--- src/rtl/seg_scan_capture.sv ---
// seg_scan_capture
//   Loopback monitor for a 4-digit multiplexed seven-segment display.
//   Waits for each digit's anode/cathode pattern to hold steady, decodes
//   the glyph back to BCD and publishes a 16-bit value once a complete,
//   in-order frame (digit0..digit3) has been observed.
//
// Configuration macro:
//   SEG_SCAN_CAPTURE_SYNC_EN  defined   -> both input buses pass through a
//                                          2-flop synchronizer (+2 cycles)
//                             undefined -> inputs used directly
//
// Parameters:
//   STABLE_CYCLES   cycles both buses must hold unchanged before a digit is
//                   sampled (legal 2..1024)
//
// Ports:
//   clk             system clock, rising edge
//   rst             asynchronous active-high reset
//   seg_anode_in    [3:0] anode strobes, active low (1110 = digit0)
//   seg_cathode_in  [6:0] cathodes, active low, {g,f,e,d,c,b,a}
//   bcd_out         [15:0] last complete frame, digit0 in [3:0]
//   frame_valid     one-cycle pulse when bcd_out updates
//   frame_err       one-cycle pulse on a scan-order violation
//   glyph_err       one-cycle pulse when an undecodable glyph is sampled
module seg_scan_capture #(
  parameter int STABLE_CYCLES = 512
) (
  input  logic        clk,
  input  logic        rst,
  input  logic [3:0]  seg_anode_in,
  input  logic [6:0]  seg_cathode_in,
  output logic [15:0] bcd_out,
  output logic        frame_valid,
  output logic        frame_err,
  output logic        glyph_err
);

  localparam logic [9:0] LAST_CNT = 10'(STABLE_CYCLES - 1);
  localparam logic [3:0] ANODE_IDLE = 4'hF;
  localparam logic [6:0] CATH_IDLE  = 7'h7F;

  typedef enum logic [1:0] {
    HUNT   = 2'd0,
    SETTLE = 2'd1,
    HOLD   = 2'd2
  } state_t;

  state_t      state;
  logic [1:0]  idx;
  logic [9:0]  cnt;
  logic [15:0] shadow;

  logic [3:0]  anode;
  logic [6:0]  cathode;
  logic [3:0]  anode_last;
  logic [6:0]  cathode_last;
  logic        anode_chg;
  logic        cathode_chg;
  logic [4:0]  dec;

  // Active-low cathode pattern -> {error, nibble}; blank decodes to F cleanly.
  function automatic logic [4:0] decode_glyph(input logic [6:0] cath);
    case (cath)
      7'h40:   return 5'h00;
      7'h79:   return 5'h01;
      7'h24:   return 5'h02;
      7'h30:   return 5'h03;
      7'h19:   return 5'h04;
      7'h12:   return 5'h05;
      7'h02:   return 5'h06;
      7'h78:   return 5'h07;
      7'h00:   return 5'h08;
      7'h10:   return 5'h09;
      7'h7F:   return 5'h0F;
      default: return 5'h1F;
    endcase
  endfunction

  // Anode pattern that selects digit i (single active-low strobe).
  function automatic logic [3:0] anode_for(input logic [1:0] i);
    return ~(4'b0001 << i);
  endfunction

  // ---- input stage: optional synchronizer ----
`ifdef SEG_SCAN_CAPTURE_SYNC_EN
  logic [3:0] anode_p0, anode_p1;
  logic [6:0] cathode_p0, cathode_p1;

  always_ff @(posedge clk or posedge rst) begin
    if (rst) begin
      anode_p0   <= ANODE_IDLE;
      anode_p1   <= ANODE_IDLE;
      cathode_p0 <= CATH_IDLE;
      cathode_p1 <= CATH_IDLE;
    end else begin
      anode_p0   <= seg_anode_in;
      anode_p1   <= anode_p0;
      cathode_p0 <= seg_cathode_in;
      cathode_p1 <= cathode_p0;
    end
  end

  assign anode   = anode_p1;
  assign cathode = cathode_p1;
`else
  assign anode   = seg_anode_in;
  assign cathode = seg_cathode_in;
`endif

  // ---- change-detect stage: compare against previous cycle ----
  always_ff @(posedge clk or posedge rst) begin
    if (rst) begin
      anode_last   <= ANODE_IDLE;
      cathode_last <= CATH_IDLE;
    end else begin
      anode_last   <= anode;
      cathode_last <= cathode;
    end
  end

  assign anode_chg   = (anode != anode_last);
  assign cathode_chg = (cathode != cathode_last);
  assign dec         = decode_glyph(cathode);

  // ---- capture FSM and registered outputs ----
  always_ff @(posedge clk or posedge rst) begin
    if (rst) begin
      state       <= HUNT;
      idx         <= 2'd0;
      cnt         <= 10'd0;
      shadow      <= 16'h0000;
      bcd_out     <= 16'h0000;
      frame_valid <= 1'b0;
      frame_err   <= 1'b0;
      glyph_err   <= 1'b0;
    end else begin
      frame_valid <= 1'b0;
      frame_err   <= 1'b0;
      glyph_err   <= 1'b0;
      case (state)
        HUNT: begin
          if (anode == 4'b1110) begin
            idx   <= 2'd0;
            cnt   <= 10'd0;
            state <= SETTLE;
          end
        end
        SETTLE: begin
          // An anode change wins over a simultaneous cathode change.
          if (anode_chg) begin
            frame_err <= 1'b1;
            state     <= HUNT;
          end else if (cathode_chg) begin
            cnt <= 10'd0;
          end else if (cnt == LAST_CNT) begin
            shadow[{idx, 2'b00} +: 4] <= dec[3:0];
            glyph_err                 <= dec[4];
            if (idx == 2'd3) begin
              bcd_out     <= {dec[3:0], shadow[11:0]};
              frame_valid <= 1'b1;
            end
            state <= HOLD;
          end else begin
            cnt <= cnt + 10'd1;
          end
        end
        HOLD: begin
          // Blanking (all anodes off) between digits is tolerated.
          if (anode_chg && (anode != ANODE_IDLE)) begin
            if (anode == anode_for(idx + 2'd1)) begin
              idx   <= idx + 2'd1;
              cnt   <= 10'd0;
              state <= SETTLE;
            end else begin
              frame_err <= 1'b1;
              state     <= HUNT;
            end
          end
        end
        default: state <= HUNT;
      endcase
    end
  end

endmodule
--- config.mk ---
export PLATFORM = sky130hd
export DESIGN_NAME = seg_scan_capture
export DESIGN_NICKNAME = d
export VERILOG_FILES = /design/src/rtl/seg_scan_capture.sv
export SDC_FILE = /design/constraint.sdc
export NUM_CORES = 1
export LEC_CHECK = 0
export ABC_CLOCK_PERIOD_IN_PS = 2320
export CAP_MARGIN = 25
export CORE_UTILIZATION = 51
export CTS_CLUSTER_SIZE = 10
export DETAILED_ROUTE_END_ITERATION = 7
export GPL_TIMING_DRIVEN = 1
export PLACE_DENSITY = 0.76
export SYNTH_ARGS = -nofsm -noshare
export SYNTH_HDL_FRONTEND = slang
export SYNTH_SLANG_ARGS = --single-unit
--- constraint.sdc ---
create_clock -name clk -period 2.32 [get_ports clk]
set_input_delay 0.464 -clock clk [delete_from_list [all_inputs] [get_ports clk]]
set_output_delay 0.464 -clock clk [all_outputs]
set_load 0.005 [all_outputs]
==> results of run 1 <==
==> power breakdown <==
part / internal, mW / switching (mW) / total, mW
sequential: 1.01 / 0.0146 / 1.03
clock: 0.217 / 0.342 / 0.560
combinational: 0.282 / 0.326 / 0.608
total: 1.51 / 0.683 / 2.19
==> layer usage <==
metal | up-vias | GRT usage (%) | share of wire, %
met3 | 7 | 3.49 | 3.3
met2 | 62 | 40.4 | 50
met5 | - | 0 | 0
li1 | 1200 | - | -
met4 | 0 | 8.33 | 1.1
met1 | 1215 | 32.5 | 46
==> kinds of logic (layout without fill, tap and decap cells) <==
| family | after synthesis | in the layout | share of synthesized area, % |
|---|---|---|---|
| compound gates | 59 | 59 | 15.4 |
| xor+xnor | 16 | 16 | 4.73 |
| fa+ha+maj | 10 | 10 | 4.22 |
| buf+inv | 29 | 114 | 4.14 |
| flops | 56 | 56 | 47.7 |
| mux | 22 | 22 | 8.15 |
| simple gates | 84 | 84 | 15.6 |
==> sequential cells by signal (all words and copies together), names as in the netlist <==
signal and cells:
bcd_out 16, shadow 12, cnt 10, cathode_last 7, anode_last 4, idx 2, state 2, frame_err 1
frame_valid 1, glyph_err 1
==> synth_stat cells, types with 3 or more instances <==
| cell | instances |
|---|---|
| mux2_2 | 16 |
| clkbuf_1 | 6 |
| o21ai_0 | 4 |
| inv_1 | 16 |
| and3_1 | 3 |
| dfstp_2 | 11 |
| nor2_1 | 13 |
| nor3_1 | 11 |
| nand2_1 | 11 |
| and4_1 | 4 |
| a21oi_1 | 7 |
| xnor2_1 | 7 |
| ha_1 | 10 |
| nand4_1 | 14 |
| o2bb2ai_1 | 3 |
| a2bb2oi_1 | 4 |
| a22o_1 | 11 |
| o31ai_1 | 9 |
| mux2i_1 | 5 |
| buf_2 | 5 |
| nand3_1 | 14 |
| a31oi_1 | 4 |
| xor2_1 | 9 |
| dfrtp_1 | 45 |
| or3_1 | 3 |
==> through the flow <==
stage / hold slack (ns) / util [%] / cell area, µm² / cells
2_1_floorplan: 0.452 / - / 2960 / 276
3_3_place_gp: 0.475 / 67.4 / 3730 / 422
3_5_place_dp: 0.479 / 67.4 / 3730 / 422
4_1_cts: 0.507 / 69.5 / 3850 / 433
5_1_grt: 0.516 / 70.3 / 3900 / 433
6_report: 0.499 / 70.3 / 3900 / 433
==> worst paths after layout <==
path / slack, ns / depth (start not counted) / to / from
hold reg to reg: 0.50 / 1 / shadow[3]$_DFFE_PP0P_ / shadow[3]$_DFFE_PP0P_
max in group asynchronous: 1.21 / 3 / shadow[1]$_DFFE_PP0P_ / rst
min in group asynchronous: 0.56 / 2 / cnt[4]$_DFFE_PP0P_ / rst
setup / recovery: 0.01 / 7 / cnt[1]$_DFFE_PP0P_ / seg_anode_in[1]
setup reg to reg: 0.04 / 6 / cnt[1]$_DFFE_PP0P_ / anode_last[3]$_DFF_PP1_
hold / removal: 0.50 / 1 / shadow[3]$_DFFE_PP0P_ / shadow[3]$_DFFE_PP0P_
==> timing repair <==
item	CTS	global route
gates cloned	0	0
resized for setup	4	9
endpoints found under the hold margin	0	0
setup endpoints to repair	8	17
pin swaps	3	0
setup buffers	3	0
hold buffers	0	0
==> worst register-to-register path: cells and delay by family (launching register included) <==
kind	cells	cell delay [ns]
flops	1	0.54
buf+inv	1	0.17
compound gates	3	0.81
xor+xnor	1	0.08
simple gates	1	0.58
==> layout make-up <==
| cell class | instances | area [µm²] |
|---|---|---|
| fillers | 427 | 1640 |
| multi-input cells | 191 | 1480 |
| flip-flops and latches | 56 | 1420 |
| repair buffers | 90 | 762 |
| well taps | 72 | 90.1 |
| clock buffers | 5 | 68.8 |
| inverters | 16 | 60.1 |
| clock inverters | 3 | 22.5 |
==> impl_metrics.env, run 1 <==
export IMPL_cp_start_kind="primary input"
export IMPL_min_period_ns=2.31
export IMPL_detailedPlace_worstSlack_ns=-0.496
export IMPL_synth_nets=299
export IMPL_powerDensity_mw_per_mm2=563
export IMPL_cts_max_path_buffers=2
export IMPL_skew_ns=0.00934
export IMPL_status="finished, final reports clean"
export IMPL_ant_nets=0
export IMPL_drtIter0Drc=169
export IMPL_hold_class="register to register"
export IMPL_antenna_found_initial=0
export IMPL_ys_warn_count=0
export IMPL_gp_congestion=0.898
export IMPL_maxSlewHeadroom_pct=55.4
export IMPL_synth_edf_count=0
export IMPL_cp_arrival_ns=2.53
export IMPL_synthDistinctLibCells=50
export IMPL_drc_errors=0
export IMPL_cts_sinks=56
export IMPL_start_util_pct=53.5
export IMPL_clk_pin_slew_worst_paths_ns=0.10
export IMPL_die_area_mm2=0.00612
export IMPL_ys_ff_latch=56
export IMPL_seq_area_frac_synth_pct=47.7
export IMPL_critPathMaxStageDelay_ns=0.46
export IMPL_grt_pass1_vias=2473
export IMPL_peakVddDrop_uv=334
export IMPL_cts_buffers=5
export IMPL_clock_latency_ns=0.32
export IMPL_period_share_pct=99.4
export IMPL_synth_area_leaders="dfrtp_1, dfstp_2, mux2_2"
export IMPL_crit_family="compound AO/OA/AOI/OAI gates"
export IMPL_worst_path_buf_inv=2
export IMPL_hold_violations=0
export IMPL_grt_use_total_pct=24.3
export IMPL_total_power_mw=2.19
export IMPL_coreArea_mm2=0.00554
export IMPL_htree_levels=2
export IMPL_grt_first_pass_wirelength_um=11600
export IMPL_floorplan_die_width_um=78.2
export IMPL_synthToLayoutAreaGrowth_pct=31.4
export IMPL_setup_ws_ns=0.0149
export IMPL_viasPerCell=5.74
export IMPL_final_layout_size_suffix_gt1_share_pct=29.9
export IMPL_worstPathMaxFanout=5
export IMPL_avgSynthCellArea_um2=10.7
export IMPL_cap_violations=0
export IMPL_synth_flop_cell="dfrtp_1"
export IMPL_layout_commonest_cell="buf_4"
export IMPL_p_leak_nw=1.75
export IMPL_rsz0062_at_grt="true"
export IMPL_mostFrequentLayoutCells="buf_4, dfrtp_1, clkdlybuf4s50_1, mux2_2, inv_1"
export IMPL_crit_path_end_kind="register"
export IMPL_critPathKind="primary input to register"
export IMPL_critPathRequiredTime_ns=2.54
export IMPL_diodes=0
export IMPL_wl_per_cell_um=15.6
export IMPL_vias=2484
export IMPL_tritoncts="done"
export IMPL_tns_ns=0
export IMPL_grt_overflow_total=0
export IMPL_hpwlAfterDp_um=4980
export IMPL_synthesis_area_mm2=0.00296
export IMPL_io_pins=32
export IMPL_synthCells=276
export IMPL_wl_um=6740
export IMPL_worst_pin_slew_ns=0.668
export IMPL_crit_chain="clkdlybuf4s50_1 > xor2_1 > or4_4 > a221o_1 > buf_4 > o31a_1 > a31o_1"
export IMPL_synth_top_area_cell="dfrtp_1"
export IMPL_worst_path_max_delay_cell="or4_4"
export IMPL_grt_max_degree=32
export IMPL_cts_root_buf="clkbuf_8"
export IMPL_async_flop_share_pct=100
export IMPL_netlist_area_leader_share_pct=38.0
export IMPL_port_buffers=31
export IMPL_row_count=27
export IMPL_fp_dieH_um=78.2
export IMPL_finalNetCount=383
export IMPL_drtPass1Iterations=4
export IMPL_finalSetupViolations=0
export IMPL_fmax_mhz=434
export IMPL_finalMaxSlewViolations=0
Note: power is estimated with default switching activity, not from simulation.
==> run 2, diff against run 1 <==
--- a/config.mk
+++ b/config.mk
@@ -7,11 +7,10 @@
 export LEC_CHECK = 0
 export ABC_CLOCK_PERIOD_IN_PS = 2320
 export CAP_MARGIN = 25
-export CORE_UTILIZATION = 51
+export CORE_UTILIZATION = 25
 export CTS_CLUSTER_SIZE = 10
 export DETAILED_ROUTE_END_ITERATION = 7
 export GPL_TIMING_DRIVEN = 1
-export PLACE_DENSITY = 0.76
 export SYNTH_ARGS = -nofsm -noshare
 export SYNTH_HDL_FRONTEND = slang
 export SYNTH_SLANG_ARGS = --single-unit
==> impl_metrics.env, run 2 (synthesized netlist as in run 1, its figures left out) <==
export IMPL_fp_dieH_um=111
export IMPL_cts_max_path_buffers=2
export IMPL_row_count=39
export IMPL_clock_latency_ns=0.30
export IMPL_vias=2483
export IMPL_maxSlewHeadroom_pct=64.8
export IMPL_grt_overflow_total=0
export IMPL_min_period_ns=2.27
export IMPL_tritoncts="done"
export IMPL_final_layout_size_suffix_gt1_share_pct=30.3
export IMPL_grt_max_degree=22
export IMPL_worst_path_max_delay_cell="or4_4"
export IMPL_ant_nets=0
export IMPL_critPathKind="primary input to register"
export IMPL_critPathRequiredTime_ns=2.50
export IMPL_cts_buffers=5
export IMPL_worst_pin_slew_ns=0.527
export IMPL_largest_reg_flops=16
export IMPL_htree_levels=2
export IMPL_dpl_instance_area_mm2=0.00387
export IMPL_cts_root_buf="clkbuf_16"
export IMPL_period_share_pct=97.7
export IMPL_final_area_mm2=0.00409
export IMPL_finalSetupViolations=0
export IMPL_crit_family="compound AO/OA/AOI/OAI gates"
export IMPL_drc_errors=0
export IMPL_mostFrequentLayoutCells="buf_4, dfrtp_1, clkdlybuf4s50_1, mux2_2, inv_1"
export IMPL_peakVddDrop_uv=298
export IMPL_critPathMaxStageDelay_ns=0.45
export IMPL_largest_register="bcd_out"
export IMPL_antenna_found_initial=0
export IMPL_finalNetCount=385
export IMPL_drtIter0Drc=96
export IMPL_port_buffers=31
export IMPL_cp_start_kind="primary input"
export IMPL_p_leak_nw=1.84
export IMPL_largest_registers="bcd_out x16, shadow x12, cnt x10"
export IMPL_wl_um=7030
export IMPL_drtPass1Iterations=4
export IMPL_status="finished, final reports clean"
export IMPL_die_area_mm2=0.0123
export IMPL_crit_path_end_kind="register"
export IMPL_worst_path_buf_inv=2
export IMPL_fmax_mhz=441
export IMPL_cp_arrival_ns=2.45
export IMPL_postLayoutCoreUtil_pct=35.6
export IMPL_skew_ns=0.0105
export IMPL_start_util_pct=25.8
export IMPL_floorplan_die_width_um=111
export IMPL_hold_class="primary input to register"
export IMPL_rsz0062_at_grt="true"
export IMPL_grt_pass1_vias=2577
export IMPL_finalMaxSlewViolations=0
export IMPL_coreArea_mm2=0.0115
export IMPL_cap_violations=0
export IMPL_layout_commonest_cell="buf_4"
export IMPL_hpwlAfterDp_um=5470
export IMPL_worstPathMaxFanout=7
export IMPL_wl_per_cell_um=13.9
export IMPL_gp_congestion=0.794
export IMPL_clk_pin_slew_worst_paths_ns=0.08
export IMPL_diodes=0
export IMPL_synthToLayoutAreaGrowth_pct=37.9
export IMPL_viasPerCell=4.91
export IMPL_powerDensity_mw_per_mm2=590
export IMPL_grt_first_pass_wirelength_um=12400
export IMPL_crit_chain="clkdlybuf4s50_1 > xor2_1 > or4_4 > a221o_2 > buf_4 > o31ai_2 > o31ai_1"
export IMPL_grt_use_total_pct=12.3
export IMPL_hold_buffers=0
export IMPL_io_pins=32
export IMPL_cts_sinks=56
export IMPL_hold_violations=0
-- run 2: cell types whose count changed in the layout (fill, tap and decap cells not counted), sizes merged --
cell | before | now
dlymetal6s2s | 0 | 3
buf | 59 | 61
dlygate4sd2 | 3 | 2
clkdlybuf4s50 | 28 | 26
-- run 2: worst register-to-register path, delay by kind of cell, from the launching register on --
kind	cells	cell delay, ns
and+or+nand+nor	1	0.56
buffers and inverters	1	0.17
DFF	1	0.53
xor gates and xnor gates	1	0.07
AOI/OAI and AO/OA	3	0.75
-- run 2: final timing paths --
check                      cells after the start  slack, ns                        end               startpoint
min                                            1       0.44  cathode_last[4]$_DFF_PP1_        seg_cathode_in[4]
min in group asynchronous                      2       0.54         idx[1]$_DFFE_PP0P_                      rst
min reg2reg                                    1       0.49     shadow[11]$_DFFE_PP0P_   shadow[11]$_DFFE_PP0P_
max                                            7       0.05         cnt[5]$_DFFE_PP0P_          seg_anode_in[2]
max in group asynchronous                      3       1.21    anode_last[0]$_DFF_PP1_                      rst
max reg2reg                                    6       0.13         cnt[5]$_DFFE_PP0P_  anode_last[1]$_DFF_PP1_
-- run 2: area by class of cell --
type | count | area [µm²]
fill | 1103 | 7380
multi-input combinational | 191 | 1480
sequential | 56 | 1420
timing repair buffer | 92 | 802
tap | 143 | 179
clock buffer | 5 | 125
inverter | 16 | 60.1
clock inverter | 3 | 22.5
-- run 2: what timing repair did --
item                       4_1_cts  5_1_grt
gates resized for setup          7        9
setup buffers                    1        0
setup endpoints to repair       15       16
pin swaps                        5        3
-- run 2: layer usage --
layer	track usage, %	share of wire [%]	up-vias
met5	0	0	-
li1	-	-	1207
met1	16.2	48	1220
met3	2.19	3.0	11
met2	20.7	47	45
met4	2.93	1.4	0
-- run 2: power breakdown --
part | total (mW) | internal, mW | switching, mW
Clock | 0.758 | 0.405 | 0.354
Sequential | 1.03 | 1.01 | 0.0158
Combinational | 0.626 | 0.297 | 0.329
Total | 2.41 | 1.71 | 0.699
-- run 2: per-stage QoR --
step	hold WS [ns]	power [mW]	setup slack, ns	instances	setup TNS (ns)
floorplan	0.452	1.38	0.0210	276	0
global placement	0.479	1.59	-0.425	497	-9.73
detailed placement	0.484	1.61	-0.506	497	-10.75
CTS	0.505	2.41	0.00528	506	0
global route	0.442	2.53	-0.0224	506	-0.0609
finish	0.436	2.41	0.0527	506	0
==> run 3, diff against run 2 <==
--- a/config.mk
+++ b/config.mk
@@ -11,6 +11,7 @@
 export CTS_CLUSTER_SIZE = 10
 export DETAILED_ROUTE_END_ITERATION = 7
 export GPL_TIMING_DRIVEN = 1
+export HOLD_SLACK_MARGIN = 0.15
 export SYNTH_ARGS = -nofsm -noshare
 export SYNTH_HDL_FRONTEND = slang
 export SYNTH_SLANG_ARGS = --single-unit
==> results of run 3 <==
Final layout, timing and power as in run 2 (identical DEF).
